[src/rtl/onehot_dispatch_decoder.sv]
`default_nettype none
// ============================================================================
// Module      : onehot_dispatch_decoder
// Description : Accepts 3-bit binary indices via a valid/ready handshake and
//               issues each one as a one-hot grant held for HOLD_CYCLES
//               cycles. Every grant is followed by a single idle gap cycle.
//               A one-entry pending register queues a request that arrives
//               while a grant is active, so grants issue strictly in arrival
//               order.
// Ports       : clk          - single clock, rising edge
//               rst          - asynchronous active-high reset
//               in_valid     - requester presents in_code
//               in_code[2:0] - binary index to decode
//               in_ready     - block can take in_code this cycle
//               out_onehot   - 1 << active code while granting, else zero
//               out_valid    - grant active
//               done         - pulse on the last cycle of a grant
//               busy         - grant, gap or pending entry outstanding
//               grant_count  - completed grants (wraps at 16 bits)
// Revision    : 1.0 - initial release
// ============================================================================
module onehot_dispatch_decoder #(
   parameter int HOLD_CYCLES = 4   // legal range 1..256
) (
   input  logic        clk,
   input  logic        rst,
   input  logic        in_valid,
   input  logic [2:0]  in_code,
   output logic        in_ready,
   output logic [7:0]  out_onehot,
   output logic        out_valid,
   output logic        done,
   output logic        busy,
   output logic [15:0] grant_count
);

   typedef enum logic [1:0] {
      ST_IDLE   = 2'd0,
      ST_ACTIVE = 2'd1,
      ST_GAP    = 2'd2
   } state_t;

   // Counter is loaded with HOLD_CYCLES-1 and the grant ends when it reads
   // zero, so 8 bits cover the full 1..256 range.
   localparam logic [7:0] c_HOLD_LOAD = 8'(HOLD_CYCLES - 1);

   state_t      r_state,       w_state_nxt;
   logic [2:0]  r_code,        w_code_nxt;
   logic [7:0]  r_cnt,         w_cnt_nxt;
   logic        r_pend_valid,  w_pend_valid_nxt;
   logic [2:0]  r_pend_code,   w_pend_code_nxt;
   logic [15:0] r_grant_count, w_grant_count_nxt;

   logic        w_xfer;
   logic        w_active;

   // Ready depends only on the pending slot, so a pending drain and a new
   // acceptance can never coincide on the same edge.
   assign in_ready = !r_pend_valid;
   assign w_xfer   = in_valid && in_ready;
   assign w_active = (r_state == ST_ACTIVE);

   assign out_valid   = w_active;
   assign out_onehot  = w_active ? (8'b1 << r_code) : 8'b0;
   assign done        = w_active && (r_cnt == 8'd0);
   assign busy        = (r_state != ST_IDLE) || r_pend_valid;
   assign grant_count = r_grant_count;

   always_ff @(posedge clk or posedge rst) begin
      if (rst) begin
         r_state       <= ST_IDLE;
         r_code        <= 3'd0;
         r_cnt         <= 8'd0;
         r_pend_valid  <= 1'b0;
         r_pend_code   <= 3'd0;
         r_grant_count <= 16'd0;
      end else begin
         r_state       <= w_state_nxt;
         r_code        <= w_code_nxt;
         r_cnt         <= w_cnt_nxt;
         r_pend_valid  <= w_pend_valid_nxt;
         r_pend_code   <= w_pend_code_nxt;
         r_grant_count <= w_grant_count_nxt;
      end
   end

   always_comb begin
      w_state_nxt       = r_state;
      w_code_nxt        = r_code;
      w_cnt_nxt         = r_cnt;
      w_pend_valid_nxt  = r_pend_valid;
      w_pend_code_nxt   = r_pend_code;
      w_grant_count_nxt = r_grant_count;

      case (r_state)
         ST_IDLE: begin
            if (w_xfer) begin
               w_state_nxt = ST_ACTIVE;
               w_code_nxt  = in_code;
               w_cnt_nxt   = c_HOLD_LOAD;
            end
         end

         ST_ACTIVE: begin
            // A request arriving mid-grant waits in the pending slot.
            if (w_xfer) begin
               w_pend_valid_nxt = 1'b1;
               w_pend_code_nxt  = in_code;
            end
            // Counter holds at zero on the final cycle instead of wrapping.
            if (r_cnt == 8'd0) begin
               w_state_nxt = ST_GAP;
            end else begin
               w_cnt_nxt = r_cnt - 8'd1;
            end
         end

         ST_GAP: begin
            w_grant_count_nxt = r_grant_count + 16'd1;
            // The pending entry is older than anything on the input, so it
            // goes first; in_ready is low while it exists.
            if (r_pend_valid) begin
               w_state_nxt      = ST_ACTIVE;
               w_code_nxt       = r_pend_code;
               w_cnt_nxt        = c_HOLD_LOAD;
               w_pend_valid_nxt = 1'b0;
            end else if (w_xfer) begin
               w_state_nxt = ST_ACTIVE;
               w_code_nxt  = in_code;
               w_cnt_nxt   = c_HOLD_LOAD;
            end else begin
               w_state_nxt = ST_IDLE;
            end
         end

         default: begin
            w_state_nxt = ST_IDLE;
         end
      endcase
   end

endmodule
`default_nettype wire

[config.mk]
export PLATFORM = sky130hd
export DESIGN_NAME = onehot_dispatch_decoder
export DESIGN_NICKNAME = d
export VERILOG_FILES = /design/src/rtl/onehot_dispatch_decoder.sv
export SDC_FILE = /design/constraint.sdc
export NUM_CORES = 1
export LEC_CHECK = 0
export ABC_AREA = 1
export CAP_MARGIN = 15
export CORE_ASPECT_RATIO = 1.5
export CORE_MARGIN = 2
export CORE_UTILIZATION = 50
export CTS_CLUSTER_SIZE = 40
export DETAILED_ROUTE_END_ITERATION = 8
export PLACE_DENSITY = 0.76
export SLEW_MARGIN = 20
export SYNTH_ARGS = -nofsm -noshare
export SYNTH_HDL_FRONTEND = slang
export SYNTH_SLANG_ARGS = --single-unit
[constraint.sdc]
create_clock -name clk -period 2 [get_ports clk]
set_input_delay 0.4 -clock clk [delete_from_list [all_inputs] [get_ports clk]]
set_output_delay 0.4 -clock clk [all_outputs]
set_load 0.005 [all_outputs]
# After elaboration in Yosys (flattened, before gate mapping)
# Cells that the tools add are included.
[totals]
register_bits = 33
in_bits = 6
output_inout_bits = 28
word_cells = 44
[op_classes]
n_addsub = 2
n_eq_ne = 6
shifts = 1
muxes = 15
reduce_logical = 14
[op_table]
columns = ["operator", "n"]
rows = [
  ["8-bit two-way mux", 4],
  ["8-bit case mux with 3 select lines", 1],
  ["16-bit by 1-bit adder with 16-bit output, second input constant", 1],
  ["8-bit zero test", 1],
  ["2-bit AND reduction", 4],
  ["1-bit by 3-bit << shifter with 8-bit output, first input constant", 1],
  ["8-bit by 1-bit subtractor with 8-bit output, second input constant", 1],
  ["3-bit two-way mux", 2],
  ["2-bit inequality test, second input constant", 3],
  ["2-bit case mux with 3 select lines", 1],
  ["3-bit case mux with 2 select lines", 1],
  ["2-bit nonzero test", 3],
  ["2-bit two-way mux", 2],
  ["1-bit two-way mux", 3],
  ["3-bit nonzero test", 1],
  ["2-bit by 1-bit == test with 1-bit output, second input constant", 1],
  ["2-bit == test, second input constant", 1],
  ["1-bit logical AND", 2],
  ["2-bit zero test", 1],
  ["2-bit by 1-bit inequality test with 1-bit output, second input constant", 1],
  ["1-bit case mux with 2 select lines", 1],
  ["1-bit zero test", 1],
  ["1-bit logical OR", 1],
]

# Longest topological paths before layout
# Gate-level depths: netlist of the first run.
[logic_depth]
depth_word = 5
mapped_depth = 11
depth_no_buf = 10

# Worst setup path after synthesis of the first run
# Ideal clock, no wire load.
[synth_timing]
kind = "register to register"
from = "register r_state[0]"
to = "register r_cnt[3]"
setup_time_ns = 0.121
arrival_time_ns = 1.340
required_ns = 1.879
path_slack_ns = 0.539
stages_incl_launch_ff = 10
n_path_buf = 1
period_less_slack_ns = 1.461
path_cell_list = "dfrtp_1 -> inv_1 -> ha_1 -> buf_6 -> inv_4 -> nand2_1 -> nand3_1 -> nand3_2 -> o21bai_1 -> nand2_1"
[synth_via]
elab_chain_cells = 3
elab_cells_between_ends = 7
classes_between = "3 x eq/ne; 1 x mux; 3 x reduce/logical"
[synth_lines]
columns = ["element", "line", "text"]
rows = [
  ["start, declared", "47", "state_t r_state, w_state_nxt;"],
  ["start signal, assigned", "78", "r_state <= w_state_nxt;"],
  ["2-bit by 1-bit == test with 1-bit output (tied with other cells)", "95", "case (r_state)"],
  ["2-bit inequality test (no source line) / 3-bit nonzero test (equally long branches)", "n/a", ""],
  ["2-bit AND reduction (no source line)", "n/a", ""],
  ["end signal, assigned", "80", "r_cnt <= w_cnt_nxt;"],
  ["end, declared", "49", "logic [7:0] r_cnt, w_cnt_nxt;"],
]
# Several ways; a longest one is shown, not always the timed one.
# A chain may end at the register's enable or synchronous reset.

# Worst setup path after layout of the first run
[layout_timing]
from = "register r_state[0]"
to = "output port busy"
[layout_via]
elab_chain_cells = 2
[layout_lines]
columns = ["element", "line", "text"]
rows = [
  ["2-bit nonzero test", "66", "assign busy = (r_state != ST_IDLE) || r_pend_valid;"],
  ["1-bit logical OR", "66", ""],
  ["end, declared", "33", "output logic busy,"],
]
# No other way between the ends.

==> results of run 1 <==
==> metal layers <==
layer  track usage [%]  share of wire [%]  up-vias
met5                 0                  0        -
met4              9.27                2.5        0
met3              4.09                3.6       10
met2              37.0                 52       35
met1              22.6                 42      809
li1                  -                  -      895
==> cells by family (layout without fill, tap and decap cells) <==
| family | count (synthesis) | after routing |
|---|---|---|
| buffers and inverters | 44 | 99 |
| AND/OR/NAND/NOR | 118 | 118 |
| AO/OA/AOI/OAI | 33 | 33 |
| adder cells (fa/ha/maj) | 8 | 8 |
| XOR/XNOR | 12 | 12 |
| flip-flops | 33 | 33 |
==> state kept, by name (all words and copies together), names as in the netlist <==
register	flops
r_state	2
grant_count	16
r_cnt	8
r_pend_valid	1
r_pend_code	3
r_code	3
==> power breakdown <==
part	leakage, uW	switching, uW	internal [uW]
clock	0.0000439	258	240
sequential	0.000402	0	667
combinational	0.000940	16.0	10.4
total	0.00139	274	917
==> stage by stage <==
stage | std cells | hold WS [ns] | total power (uW) | TNS (ns)
after floorplan | 248 | 0.484 | 691 | 0
after global placement | 334 | 0.480 | 707 | 0
after detailed placement | 334 | 0.484 | 708 | 0
after CTS | 348 | 0.502 | 1210 | -0.0141
after global routing | 348 | 0.531 | 1230 | 0
final | 348 | 0.496 | 1190 | 0
==> cells in the mapped netlist, types with 2 or more instances <==
master / count / share of area [%]
nand3_2: 3 / 1.5
o22ai_1: 4 / 1.2
nand3_1: 15 / 3.7
nor2_1: 20 / 3.7
dfrtp_1: 33 / 41
nor2_2: 2 / 0.62
nand2_1: 56 / 10
nand2_4: 2 / 1.1
xnor2_1: 7 / 3.1
inv_1: 34 / 6.4
a21oi_1: 10 / 2.5
nor2_8: 2 / 2.0
ha_1: 8 / 5.0
o21ai_0: 3 / 0.75
o21ai_1: 8 / 2.0
nand2_2: 4 / 1.2
xor2_1: 5 / 2.2
nor2_4: 4 / 2.2
inv_2: 7 / 1.3
a31oi_1: 3 / 0.94
nand4_1: 4 / 1.2
nor3_1: 4 / 1.0
o21bai_1: 3 / 1.1
==> layout make-up <==
class | count | area (um^2)
fillers | 332 | 1270
multi-input cells | 171 | 1040
flip-flops and latches | 33 | 827
repair buffers | 49 | 449
inverters | 42 | 160
clock buffers | 5 | 68.8
well taps | 45 | 56.3
clock inverters | 3 | 17.5
==> timing repair <==
item | CTS | global route
gates resized for setup | 15 | 5
setup buffers | 6 | 0
setup endpoints to repair | 11 | 4
pin swaps | 2 | 0
==> worst max-delay path, stage by stage, from the launching register on <==
cell	delay, ns
dfrtp_2	0.41
inv_1	0.10
ha_4	0.19
nand2_1	0.06
clkdlybuf4s50_1	0.49
==> worst paths after layout <==
path / from / to / cells past startpoint
setup / recovery: r_state[0]$_DFFE_PP0P_ / busy / 4
hold / removal: grant_count[14]$_DFFE_PP0P_ / grant_count[14]$_DFFE_PP0P_ / 2
setup reg to reg: r_state[0]$_DFFE_PP0P_ / grant_count[15]$_DFFE_PP0P_ / 9
hold reg to reg: grant_count[14]$_DFFE_PP0P_ / grant_count[14]$_DFFE_PP0P_ / 2
max in group asynchronous: rst / r_state[0]$_DFFE_PP0P_ / 3
min in group asynchronous: rst / grant_count[9]$_DFFE_PP0P_ / 3
==> results.md, run 1 <==
* GRT Total Usage at 20.2%
* Minimum clock period at 1.94 ns
* Post-synthesis adder-cell area fraction at 4.99%
* Vias in the first global route at 1671
* DR pass1 iterations at 4
* Async S/R FF share, synth at 100%
* Gr ovfl total at 0
* Register clock-pin slew on the reported worst setup and hold paths at 0.07 ns
* Final setup vio count at 0
* CP arrival at 1.54 ns
* Chip Height at 81.6 um
* Antenna violations before repair at 0
* Reg-to-reg slack, setup at 0.22 ns
* Clk root buf: clkbuf_8
* Port bufs at 33
* EDFF count, synth at 0
* Area of the mapped netlist at 2010 um^2
* Final Net Count at 316
* CP Class: flop to primary output
* Mapped Cells at 248
* Drc violations at 0
* Area post-placement at 2450 um^2
* Row count at 28
* Worst Path Max Fanout at 4
* Routability cong. at 0.937
* Largest net degree at the start of global routing at 34
* First-pass GRT wire length at 7130 um
* Starting Density at 51.6%
* Area delta synth->final at 30.4%
* #FFs+latches synth at 33
* Layout Cell Area excl Fill at 2620 um^2
* Pins over their slew limit at 0
* Status: complete, no violations
* F_max at 516 MHz
* Most common cell after layout, fill and taps aside: nand2_1
* Max-Cap Viols at 0
* P per Cell Area at 456 nW/um^2
* CP Launch Type: flop
* Most frequent cells in the layout: nand2_1 (54), inv_1 (32), dfrtp_1 (32)
* CP required at 1.60 ns
* Yosys warning count at 0
* Hold Vio Cnt, Final at 0
* H-Tree Depth at 2
* Die width at 55.7 um
* Clock skew at 0.00669 ns
* Placement Setup Slack at 0.0802 ns
* Static leakage at 0.00139 uW
* Antenna Cells at 0
* DRT iter0 DRCs at 39
* Die area at 4540 um^2
* Hold Path Class: flop to flop
* Largest family of logic cells by synthesized area: simple AND/OR/NAND/NOR gates
* CP Capture Type: primary output
* Slew @ Worst Pin at 0.412 ns
* Worst setup margin at 0.0631 ns
* Synth Area in Simple Gates at 30.4%
* Sequential area share after synthesis at 41.2%
* Fraction of layout cells with a size suffix above 1 at 19.8%
* Ys flop type: dfrtp_1
* XOR/XNOR Fraction of Synth Area at 5.24%
* Cts hold-fix bufs at 0
* IO Pins at 34
* Total Routed Length at 4210 um
* Placeable Area at 3890 um^2
* Post-synthesis mux area share at 0%
* CTS tree: done
* Slew headroom at 72.5%
* Clock Latency Late Sink at 0.29 ns
* Util after Layout at 67.2%
* Post-route ant nets at 0
* Avg WL per Cell at 12.1 um
* Num CTS Buffers at 5
* Tcrit/Tclk final at 96.8%
* # clock sinks at 33
* Syn_nets at 262
* DR vias/cell at 5.03
* Cell variety after synth at 30
* HPWL Detailed at 3320 um
* Synth Area in Compound Gates at 9.36%
* RSZ-0062 raised after global routing: false
* Max IR drop VDD at 0.558 mV
* Vias at 1749
* Syn avg cell area at 8.09 um^2
* CTS Buffer Depth at 2
(Power assumes the default switching activity.)
==> run 2, diff against run 1 <==
--- a/config.mk
+++ b/config.mk
@@ -6,12 +6,14 @@
 export NUM_CORES = 1
 export LEC_CHECK = 0
 export ABC_AREA = 1
+export ABC_CLOCK_PERIOD_IN_PS = 2000
 export CAP_MARGIN = 15
 export CORE_ASPECT_RATIO = 1.5
 export CORE_MARGIN = 2
 export CORE_UTILIZATION = 50
 export CTS_CLUSTER_SIZE = 40
 export DETAILED_ROUTE_END_ITERATION = 8
+export MAX_ROUTING_LAYER = met4
 export PLACE_DENSITY = 0.76
 export SLEW_MARGIN = 20
 export SYNTH_ARGS = -nofsm -noshare
==> results.md, run 2 (synthesized netlist as in run 1, its figures left out) <==
* Reg2Reg Depth at 8
* Avg WL per Cell at 12.7 um
* CP Class: flop to primary output
* Drc violations at 0
* Placeable Area at 3890 um^2
* Clock skew at 0.00610 ns
* Max IR drop VDD at 0.432 mV
* Status: complete, no violations
* Port bufs at 33
* Die area at 4540 um^2
* DRT iter0 DRCs at 87
* Row count at 28
* Max incr delay on CP at 0.49 ns
* Final Net Count at 313
* H-Tree Depth at 2
* Slew @ Worst Pin at 0.414 ns
* Tcrit/Tclk final at 99.7%
* CP arrival at 1.59 ns
* Clock Latency Late Sink at 0.28 ns
* Minimum clock period at 1.99 ns
* Area post-placement at 2450 um^2
* Chip Height at 81.6 um
* Area delta synth->final at 30.7%
* Largest net degree at the start of global routing at 34
* CTS Buffer Depth at 2
* First-pass GRT wire length at 7410 um
* Most frequent cells in the layout: nand2_1 (54), inv_1 (32), dfrtp_1 (32)
* Cts hold-fix bufs at 0
* Max-Cap Viols at 0
* Slew headroom at 72.4%
* Final setup vio count at 0
* Most common cell after layout, fill and taps aside: nand2_1
* Starting Density at 51.6%
* Gr ovfl total at 0
* CP required at 1.60 ns
* Post-route ant nets at 0
* Vias in the first global route at 1678
* RSZ-0062 raised after global routing: true
* Worst path slowest cell: clkdlybuf4s50_1
* # clock sinks at 33
* Fraction of layout cells with a size suffix above 1 at 19.0%
* IO Pins at 34
* Layout Cell Area excl Fill at 2620 um^2
* Critical-path cell list: inv_2 > ha_4 > nand2_2 > nor2_2 > clkdlybuf4s50_1
* F_max at 501 MHz
* DR vias/cell at 5.12
* Hold Path Class: primary input to async pin
* Die width at 55.7 um
* CP Capture Type: primary output
* Max reg flops at 16
* Worst Path Max Fanout at 5
* P per Cell Area at 514 nW/um^2
* Antenna Cells at 0
* Total Routed Length at 4380 um
* Design Power at 1350 uW
* Num CTS Buffers at 5
* Pins over their slew limit at 0
* Vias at 1768
* GRT Total Usage at 21.6%
* CTS tree: done
* Hold Vio Cnt, Final at 0
* Register clock-pin slew on the reported worst setup and hold paths at 0.07 ns
* HPWL Detailed at 3270 um
* Routability cong. at 0.945
* Static leakage at 0.00139 uW
* Antenna violations before repair at 0
* CP Launch Type: flop
* DR pass1 iterations at 4
* Clk root buf: clkbuf_8
run 2: cell types whose count changed in the layout (fill, tap and decap cells not counted), moves of 2 or more:
| cell | change |
|---|---|
| buf_4 | -3 |
| dlygate4sd2_1 | -3 |
| clkdlybuf4s50_1 | +2 |
| clkinv_2 | -2 |
run 2: final cells by class:
class                           instances  area [um^2]
Fill cell                             330         1270
Multi-Input combinational cell        171         1030
Sequential cell                        33          827
Timing Repair Buffer                   46          433
Inverter                               42          160
Clock buffer                            7         86.3
Tap cell                               45         56.3
Clock inverter                          1         30.0
run 2: layer usage:
| layer | share of wire, % | GRT usage (%) | vias up | wire length [um] |
|---|---|---|---|---|
| met5 | 0 | - | - | 0 |
| met4 | 3.7 | 10.0 | 0 | 163 |
| met3 | 4.7 | 3.94 | 14 | 208 |
| met2 | 52 | 38.3 | 56 | 2290 |
| met1 | 39 | 23.6 | 810 | 1720 |
| li1 | - | - | 888 | - |
run 2: final timing paths:
| kind | from | end | slack (ns) |
|---|---|---|---|
| hold reg to reg | grant_count[14]$_DFFE_PP0P_ | grant_count[14]$_DFFE_PP0P_ | 0.50 |
| max in group asynchronous | rst | r_state[0]$_DFFE_PP0P_ | 1.18 |
| hold / removal | rst | grant_count[13]$_DFFE_PP0P_ | 0.50 |
| setup / recovery | r_state[1]$_DFFE_PP0P_ | out_onehot[5] | 0.006 |
| setup reg to reg | r_state[1]$_DFFE_PP0P_ | r_cnt[3]$_DFFE_PP0P_ | 0.24 |
| min in group clk | grant_count[14]$_DFFE_PP0P_ | grant_count[14]$_DFFE_PP0P_ | 0.50 |
run 2: power by group:
group          switching (uW)  total [uW]  internal (uW)
Combinational            16.2        26.7           10.4
Clock                     246         652            406
Sequential                  0         667            667
Total                     262        1350           1080
run 2: metrics by stage:
| stage | hold slack, ns | util, % | instances | setup slack [ns] | setup TNS, ns |
|---|---|---|---|---|---|
| after floorplan | 0.484 | - | 248 | 0.539 | 0 |
| after global placement | 0.480 | 63.0 | 334 | 0.0923 | 0 |
| after detailed placement | 0.483 | 63.0 | 334 | 0.0744 | 0 |
| after CTS | 0.500 | 66.8 | 344 | 0.00130 | 0 |
| after global routing | 0.523 | 67.4 | 345 | -0.0635 | -0.152 |
| final | 0.496 | 67.4 | 345 | 0.00592 | 0 |
run 2: worst max-delay path: cells and delay by family, from the launching register on:
kind	cells	cell delay, ns
fa+ha+maj	1	0.16
buf+inv	2	0.57
flops	1	0.39
simple gates	2	0.19
run 2: timing repair:
item | 4_1_cts | 5_1_grt
pin swaps | 0 | 0
endpoints found under the setup margin | 11 | 8
gates resized for setup | 12 | 6
setup buffers | 2 | 1
